===== config.mk =====
export PLATFORM = sky130hd
export DESIGN_NAME = vc_out_scheduler
export DESIGN_NICKNAME = d
export VERILOG_FILES = /design/src/rtl/vc_out_scheduler.sv
export SDC_FILE = /design/constraint.sdc
export NUM_CORES = 1
export LEC_CHECK = 0
export ABC_CLOCK_PERIOD_IN_PS = 5800
export BUFFER_PORTS_ARGS = -buffer_cell sky130_fd_sc_hd__buf_2
export CAP_MARGIN = 15
export CORE_AREA = 2 2 124 126
export DETAILED_ROUTE_END_ITERATION = 7
export DIE_AREA = 0 0 126 128
export PLACE_DENSITY = 0.54
export SETUP_SLACK_MARGIN = 0.2
export SLEW_MARGIN = 20
export SYNTH_ARGS = -nofsm -noshare
export SYNTH_HDL_FRONTEND = slang
export SYNTH_SLANG_ARGS = --single-unit
export TNS_END_PERCENT = 10

===== constraint.sdc =====
create_clock -name clk -period 5.8 [get_ports clk]
set_clock_uncertainty 0.2 [all_clocks]
set_input_delay 1.16 -clock clk [delete_from_list [all_inputs] [get_ports clk]]
set_output_delay 1.16 -clock clk [all_outputs]
set_load 0.01 [all_outputs]

===== src/rtl/vc_out_scheduler.sv =====
// Output-port scheduler: per-VC round-robin with wormhole lock,
// fixed VC priority gated by downstream credits, registered link.
module vc_out_scheduler #(
  parameter int N_INPUTS = 4,
  parameter int N_VCS    = 3,
  parameter int FLIT_W   = 37,
  parameter int CREDITS  = 2
) (
  input  logic                         clk,
  input  logic                         arst,
  input  logic [N_INPUTS*FLIT_W-1:0]   in_flit_i,
  output logic [N_INPUTS-1:0]          in_ready_o,
  input  logic [N_VCS-1:0]             credit_i,
  output logic [FLIT_W-1:0]            out_flit_o,
  output logic [N_VCS-1:0]             vc_locked_o,
  output logic                         credit_err_o
);

  localparam int IW = (N_INPUTS > 1) ? $clog2(N_INPUTS) : 1;
  localparam int VW = (N_VCS > 1) ? $clog2(N_VCS) : 1;
  localparam int CW = $clog2(CREDITS + 1);

  logic [N_VCS-1:0]          r_lock;
  logic [N_VCS-1:0][IW-1:0]  r_owner;
  logic [N_VCS-1:0][IW-1:0]  r_ptr;
  logic [N_VCS-1:0][CW-1:0]  r_cred;
  logic [FLIT_W-1:0]         r_out;
  logic                      r_err;

  logic [FLIT_W-1:0]              w_fl [N_INPUTS];
  logic [N_VCS-1:0][N_INPUTS-1:0] w_cand;
  logic [N_VCS-1:0]               w_has;
  logic [N_VCS-1:0][IW-1:0]       w_pick;
  logic                           w_any;
  logic [VW-1:0]                  w_gnt_vc;
  logic [IW-1:0]                  w_gnt_in;
  logic [IW-1:0]                  w_ptr_nx;
  logic [N_VCS-1:0]               w_dec;
  logic [FLIT_W-1:0]              w_win;
  logic [1:0]                     w_typ;
  logic [7:0]                     w_len;

  always_comb begin
    for (int n = 0; n < N_INPUTS; n++) begin
      w_fl[n] = in_flit_i[n*FLIT_W +: FLIT_W];
    end
  end

  // A locked VC only admits body/tail from its owner; unlocked only heads.
  always_comb begin
    w_cand = '0;
    for (int v = 0; v < N_VCS; v++) begin
      for (int n = 0; n < N_INPUTS; n++) begin
        if (w_fl[n][0] && (int'(w_fl[n][2:1]) == v)) begin
          if (!r_lock[v])
            w_cand[v][n] = (w_fl[n][33:32] == 2'b00);
          else
            w_cand[v][n] = (r_owner[v] == IW'(n)) &&
                           ((w_fl[n][33:32] == 2'b01) ||
                            (w_fl[n][33:32] == 2'b10));
        end
      end
    end
  end

  always_comb begin
    w_has  = '0;
    w_pick = '0;
    for (int v = 0; v < N_VCS; v++) begin
      for (int k = 0; k < N_INPUTS; k++) begin
        if (!w_has[v] &&
            w_cand[v][(int'(r_ptr[v]) + k) % N_INPUTS]) begin
          w_has[v]  = 1'b1;
          w_pick[v] = IW'((int'(r_ptr[v]) + k) % N_INPUTS);
        end
      end
    end
  end

  // Ascending scan so the highest eligible VC is the last to overwrite.
  always_comb begin
    w_any    = 1'b0;
    w_gnt_vc = '0;
    w_gnt_in = '0;
    for (int v = 0; v < N_VCS; v++) begin
      if (w_has[v] && (r_cred[v] != '0)) begin
        w_any    = 1'b1;
        w_gnt_vc = VW'(v);
        w_gnt_in = w_pick[v];
      end
    end
  end

  always_comb begin
    in_ready_o = '0;
    w_dec      = '0;
    if (w_any) begin
      in_ready_o[w_gnt_in] = 1'b1;
      w_dec[w_gnt_vc]      = 1'b1;
    end
  end

  assign w_win    = w_fl[w_gnt_in];
  assign w_typ    = w_win[33:32];
  assign w_len    = w_win[29:22];
  assign w_ptr_nx = IW'((int'(w_gnt_in) + 1) % N_INPUTS);

  always_ff @(posedge clk) begin
    if (arst) begin
      r_lock  <= '0;
      r_owner <= '0;
      r_ptr   <= '0;
      r_out   <= '0;
      r_err   <= 1'b0;
      for (int v = 0; v < N_VCS; v++) r_cred[v] <= CW'(CREDITS);
    end else begin
      r_out <= w_any ? w_win : '0;
      for (int v = 0; v < N_VCS; v++) begin
        if (w_dec[v] && !credit_i[v]) begin
          r_cred[v] <= r_cred[v] - CW'(1);
        end else if (!w_dec[v] && credit_i[v]) begin
          if (r_cred[v] == CW'(CREDITS)) r_err <= 1'b1;
          else r_cred[v] <= r_cred[v] + CW'(1);
        end
        if (w_dec[v]) begin
          if (w_typ == 2'b00) begin
            r_ptr[v] <= w_ptr_nx;
            if (w_len != 8'd0) begin
              r_lock[v]  <= 1'b1;
              r_owner[v] <= w_gnt_in;
            end
          end else if (w_typ == 2'b10) begin
            r_lock[v] <= 1'b0;
          end
        end
      end
    end
  end

  assign out_flit_o   = r_out;
  assign vc_locked_o  = r_lock;
  assign credit_err_o = r_err;

endmodule


== Word level (Yosys, flattened, before mapping) ==
Cells that the tools add are included.

* Mux-type cells: 119
* Order comparisons: 17
* Bitwise operators: 11
* $add $sub $neg: 16
* Equal/unequal tests: 33
* Reductions and logical operators: 105

{| class="wikitable"
|+ Operator list
! operator !! count
|-
| $mux 1 || 75
|-
| $bmux 37 s2 || 1
|-
| $mux 37 || 2
|-
| $mux 2 || 25
|-
| $eq 2x2->1 const B || 22
|-
| $logic_and 1x1->1 || 44
|-
| $lt 3x4->1 const B || 9
|-
| $bmux 1 s2 || 12
|-
| $logic_not 2->1 || 12
|-
| $reduce_or 2->1 || 10
|-
| $reduce_and 3->1 || 6
|-
| $logic_not 1->1 || 15
|-
| $lt 2x3->1 const B || 5
|-
| $add 2x1->2 const B || 7
|-
| $eq 2x1->1 const B || 7
|-
| $reduce_bool 2->1 || 7
|-
| $add 2x2->2 const B || 6
|-
| $reduce_and 2->1 || 6
|-
| $and 1x1->1 const A || 9
|-
| $reduce_bool 8->1 || 1
|-
| $ne 2x2->1 const B || 3
|-
| $sub 2x1->2 const B || 3
|-
| $demux 1 s2 || 2
|-
| $ge 2x1->1 const B || 2
|-
| 7 further kinds || 10
|}

* Output and inout port bits: 45
* Word-level logic and storage cells: 315
* Input port bits: 153
* Register bits: 59

== Depth between registers and ports, before layout ==
* Word-level depth: 35
* Mapped depth: 15
* Gate-level depth less buffers: 14

== Least setup slack after synthesis ==
OpenSTA, ideal clock, no wires.

* Path kind: input port to output port
* From: input port in_flit_i[69]
* To: output port in_ready_o[1]
* Buffers on the path: 2
* Setup slack: 0.213 ns
* Stages on the path: 13
* Data arrival time: 4.227 ns
* Data required time: 4.440 ns
* Cell sequence: inv_1 > ha_1 > and4b_1 > o2111a_1 > o41ai_4 > inv_2 > or4_4 > o41ai_2 > or2_4 > buf_6 > clkbuf_1 > ha_1 > nor2b_1

* Cells in the longest elaborated chain, start to end: 26
* Elaborated cells between the ends (all ways): 103
* Classes of those cells: 2 x order compare; 2 x eq/ne; 72 x mux; 27 x reduce/logical

{| class="wikitable"
|+ RTL lines
! element !! RTL line !! source
|-
| from (decl) || 11 || <nowiki>input logic [N_INPUTS*FLIT_W-1:0] in_flit_i,</nowiki>
|-
| $eq 2x1->1 / $eq 2x2->1 (equally long branches) || 59, 60 ||
|-
| $logic_or 1x1->1 || 59 || <nowiki>((w_fl[n][33:32] == 2'b01) ||</nowiki>
|-
| $logic_and 1x1->1 || 58 || <nowiki>w_cand[v][n] = (r_owner[v] == IW'(n)) &&</nowiki>
|-
| $mux 1 || 55 || <nowiki>if (!r_lock[v])</nowiki>
|-
| $mux 1 || 54 || <nowiki>if (w_fl[n][0] && (int'(w_fl[n][2:1]) == v)) begin</nowiki>
|-
| $bmux 1 s2 || 72 || <nowiki>w_cand[v][(int'(r_ptr[v]) + k) % N_INPUTS]) begin</nowiki>
|-
| $mux 1 (not written as such) || 72 ||
|-
| $mux 1 || 71 || <nowiki>if (!w_has[v] &&</nowiki>
|-
| (+10 left out) || -- ||
|-
| $mux 2 (2 in a row) || 86 || <nowiki>if (w_has[v] && (r_cred[v] != '0)) begin</nowiki>
|-
| $mux 2 (*) || 86 ||
|-
| via w_gnt_in[0] || 36 || <nowiki>logic [IW-1:0] w_gnt_in;</nowiki>
|-
| $lt 2x3->1 (not written as such) / $ge 2x1->1 (equally long branches) || 98 || <nowiki>in_ready_o[w_gnt_in] = 1'b1;</nowiki>
|-
| $logic_and 1x1->1 (not written as such) || 98 ||
|-
| $mux 1 (not written as such) || 98 ||
|-
| $demux 1 s2 (*) || 98 ||
|-
| $mux 4 (*) || 97 || <nowiki>if (w_any) begin</nowiki>
|-
| to (decl) || 12 || <nowiki>output logic [N_INPUTS-1:0] in_ready_o,</nowiki>
|}

The timed path passes the listed nets; every way through them passes the cells marked *. The select of a mux whose other input is x is not followed.

== Worst setup path after layout ==
* From: input port in_flit_i[69]
* To: output port in_ready_o[2]

* Cells in the longest elaborated chain, start to end: 26
* Elaborated cells between the ends (all ways): 103
* Classes of those cells: 2 x order compare; 2 x eq/ne; 72 x mux; 27 x reduce/logical

{| class="wikitable"
|+ RTL lines
! element !! RTL line
|-
| $eq 2x1->1 / $eq 2x2->1 (equally long branches) || 59, 60
|-
| $logic_or 1x1->1 || 59
|-
| $logic_and 1x1->1 || 58
|-
| $mux 1 || 55
|-
| $mux 1 || 54
|-
| $bmux 1 s2 || 72
|-
| $mux 1 (not written as such) || 72
|-
| $mux 1 || 71
|-
| (+8 left out) || --
|-
| $mux 1 || 71
|-
| $logic_and 1x1->1 || 86
|-
| $mux 2 (3 in a row) || 86
|-
| $lt 2x3->1 (not written as such) / $ge 2x1->1 (equally long branches) || 98
|-
| $logic_and 1x1->1 (not written as such) || 98
|-
| $mux 1 (not written as such) || 98
|-
| $demux 1 s2 || 98
|-
| $mux 4 (*) || 97
|}

Mark *: on every way between the ends. The rest lies on a longest branch, timed or not. The select of a mux whose other input is x is not followed.

==> results.yml <==
run_status:
  outcome: "completed"
floorplan:
  rows: 45
  ios: 198
  dieHeight_um: 128
  dieArea_mm2: 0.0161
  die_w_um: 126
  start_util: 0.293
  coreArea_mm2: 0.0149
grt:
  grt_pass1_wl_mm: 26.2
  first_global_vias: 4972
  antenna_found_initial: 0
  grt_max_degree: 53
  grt_overflow: 0
  grtUsageTotal: 0.203
final_layout:
  final_cell_area_mm2: 0.00591
  layout_commonest_cell: "buf_2"
  final_net_count: 926
  syn2layout_area_growth_pct: 35.8
  layout_common_cells: "197 x buf_2, 115 x nand2_1, 59 x dfxtp_1"
  drive_gt1_frac: 0.327
  n_antenna_cell: 0
  final_util: 0.398
sta:
  period_share: 0.925
  finalSetupTns_ps: 0
  tightest_slew_ps: 975
  maxSlewViolCount: 0
  max_freq_mhz: 186
  rsz0062_at_grt: "no"
  slew-limit-headroom: 0.350
  hold_viol: 0
  setup_viol: 0
  min_period_ps: 5370
worst_hold_path:
  min_path_cells: 2
  whs_endpoint: "credit_err_o$_SDFF_PP0_"
  hold_start: "credit_err_o$_SDFF_PP0_"
  min_path_type: "reg -> reg"
logic_synthesis:
  yosys_warnings: 0
  ys_seq_elements: 59
  synth_ff_type: "dfxtp_1"
  synth_fp_nets: 736
  synth_cells: 569
  ys_types: 63
  synth-seq-area-share: 0.271
  netlist_area_mm2: 0.00435
  synth.avg_cell_area_um2: 7.65
  synth-async-reset-ratio: 0
  synth_edf_count: 0
clock_tree:
  htree_levels: 3
  cts_tree: "built"
  root_buffer: "clkbuf_16"
  postCtsSetupRepairBufs: 0
  clock_path_buffers: 2
  cts_resized: 0
  clk_pin_slew_ps: 60
  clock_latency_ps: 330
  hold_buffers: 0
  clkSinkCount: 59
  cts_made_buffers: 9
power:
  finalPower_mw: 1.54
  irDropWorstVdd_mv: 0.153
  p_seq_frac: 0.293
  powerDensity_mw_per_mm2: 260
  switching_power_uw: 470
  netSwitchingFraction: 0.306
  p_leak_nw: 2.80
  p_int_mw: 1.07
  clkPwrFrac: 0.420
  p_comb_frac: 0.287
flow_run:
  maxCapViolations: 0
setup_path:
  cp_slowest_cell: "or4_4"
  critPathBufInv: 5
  cp-start-kind: "input port"
  crit_path_end_kind: "primary output"
  crit_type: "in -> out"
  cp_max_fo: 9
  arrival_ps: 4010
  r2r_slack_ps: 1310
  reg2regPathDepth: 13
  crit_chain: "buf_2 > inv_1 > ha_1 > and4b_1 > o2111a_1 > o41ai_4 > inv_2 > or4_4 > o41ai_2 > or2_4 > inv_1 > ha_1 > nor2b_1 > buf_2"
  crit_family: "simple AND/OR/NAND/NOR gates"
  r2r-start: "vc_locked_o[1]$_SDFFE_PP0P_"
  slowest_delay_ps: 520
  cp_data_required_time_ps: 4440
  r2r_end: "r_owner[0]$_SDFFE_PP0P_"
drt:
  routedWlPerCell_um: 17.9
  dr_total_vias: 5175
  first_pass_iters: 6
  totalWireLength_mm: 17.0
  drtIter0Drc: 413
  vias_per_cell: 5.44
  drc: 0
  final_antenna_net_count: 0
placement:
  dpl.hpwl_mm: 13.4
  gp_congestion: 0.909
  port_buffers: 197
  place_area_mm2: 0.00555
## worst max path at each step
| stage | startpoint | to | slack (ps) | depth (start not counted) |
|---|---|---|---|---|
| 5_1_grt | in_flit_i[32] | in_ready_o[3] | 280 | 13 |
| 3_3_place_gp | in_flit_i[32] | in_ready_o[2] | 460 | 13 |
| 6_report | in_flit_i[69] | in_ready_o[2] | 430 | 14 |
| 4_1_cts | in_flit_i[33] | in_ready_o[3] | 370 | 13 |
| 2_1_floorplan | in_flit_i[69] | in_ready_o[1] | 210 | 13 |
| 3_5_place_dp | in_flit_i[33] | in_ready_o[3] | 390 | 13 |
## Yosys cell counts, drive strengths merged (2+ instances only)
master,n,area [µm²]
nand3b,4,30.0
or3b,3,26.3
a21o,3,22.5
a211o,5,43.8
nand3,4,20.0
nor4,3,18.8
nor3b,2,15.0
o41ai,2,43.8
a41oi,8,70.1
and2,13,81.3
ha,14,175
a211oi,20,150
nor3,7,35.0
xnor2,3,26.3
o2111ai,3,32.5
a41o,2,20.0
a21oi,15,75.1
nor2,15,56.3
and3b,3,26.3
or4,2,18.8
a2111oi,5,43.8
o21a,4,30.0
inv,37,139
o211a,7,70.1
nand2,116,435
nor2b,12,75.1
nand4bb,2,22.5
and3,28,175
a311oi,27,254
nand4,4,25.0
dfxtp,59,1180
mux2i,12,120
and4b,2,20.0
a2111o,2,22.5
a22oi,8,60.1
o211ai,10,80.1
or2,4,27.5
nand4b,4,35.0
clkbuf,29,109
a221oi,6,65.1
o21ai,28,144
buf,5,38.8
nand2b,19,119
## cell type report
class                           count  area [µm²]
Fill cell                        1579        8950
Multi-Input combinational cell    439        2890
Sequential cell                    59        1180
Timing Repair Buffer              213        1110
Clock buffer                       12         267
Tap cell                          188         235
Inverter                           37         139
Clock inverter                      4        95.1
## state kept, by name (all words and copies together) (netlist names)
name / flops
credit_err_o: 1
out_flit_o: 37
r_cred: 6
r_owner: 6
r_ptr: 6
vc_locked_o: 3
## per-layer routing
layer / up-vias / wire length, µm / GRT usage
met4: 0 / 425 / 0.0769
met5: - / 0 / 0
li1: 2478 / - / -
met2: 220 / 7950 / 0.333
met3: 36 / 1230 / 0.0430
met1: 2441 / 7440 / 0.263
## metrics by stage
stage	hold slack, ps	cells	setup slack (ps)
after floorplan	277	569	213
after global placement	261	936	462
after detailed placement	272	936	390
after CTS	285	952	369
final	284	952	435
after global routing	314	952	281
## tightest hold or removal path, stage by stage (launching register included)
cell	delay (ps)
dfxtp_1	320
nor4_1	50
nor2_1	70
## kinds of logic after synthesis
| group | count (synthesis) | synth area share |
|---|---|---|
| xor+xnor | 3 | 0.00604 |
| buf+inv | 71 | 0.0658 |
| compound gates | 161 | 0.295 |
| flops | 59 | 0.271 |
| mux | 12 | 0.0276 |
| simple gates | 249 | 0.294 |
| fa+ha+maj | 14 | 0.0402 |
## power by group through the flow
| stage | clock network, mW | logic (mW) | registers (mW) |
|---|---|---|---|
| floorplan | 0 | 0.257 | 0.467 |
| global placement | 0 | 0.434 | 0.458 |
| detailed placement | 0 | 0.437 | 0.458 |
| CTS | 0.656 | 0.439 | 0.449 |
| global route | 0.678 | 0.485 | 0.452 |
| finish | 0.645 | 0.442 | 0.450 |
No activity file was read; power rests on OpenSTA's default activity.
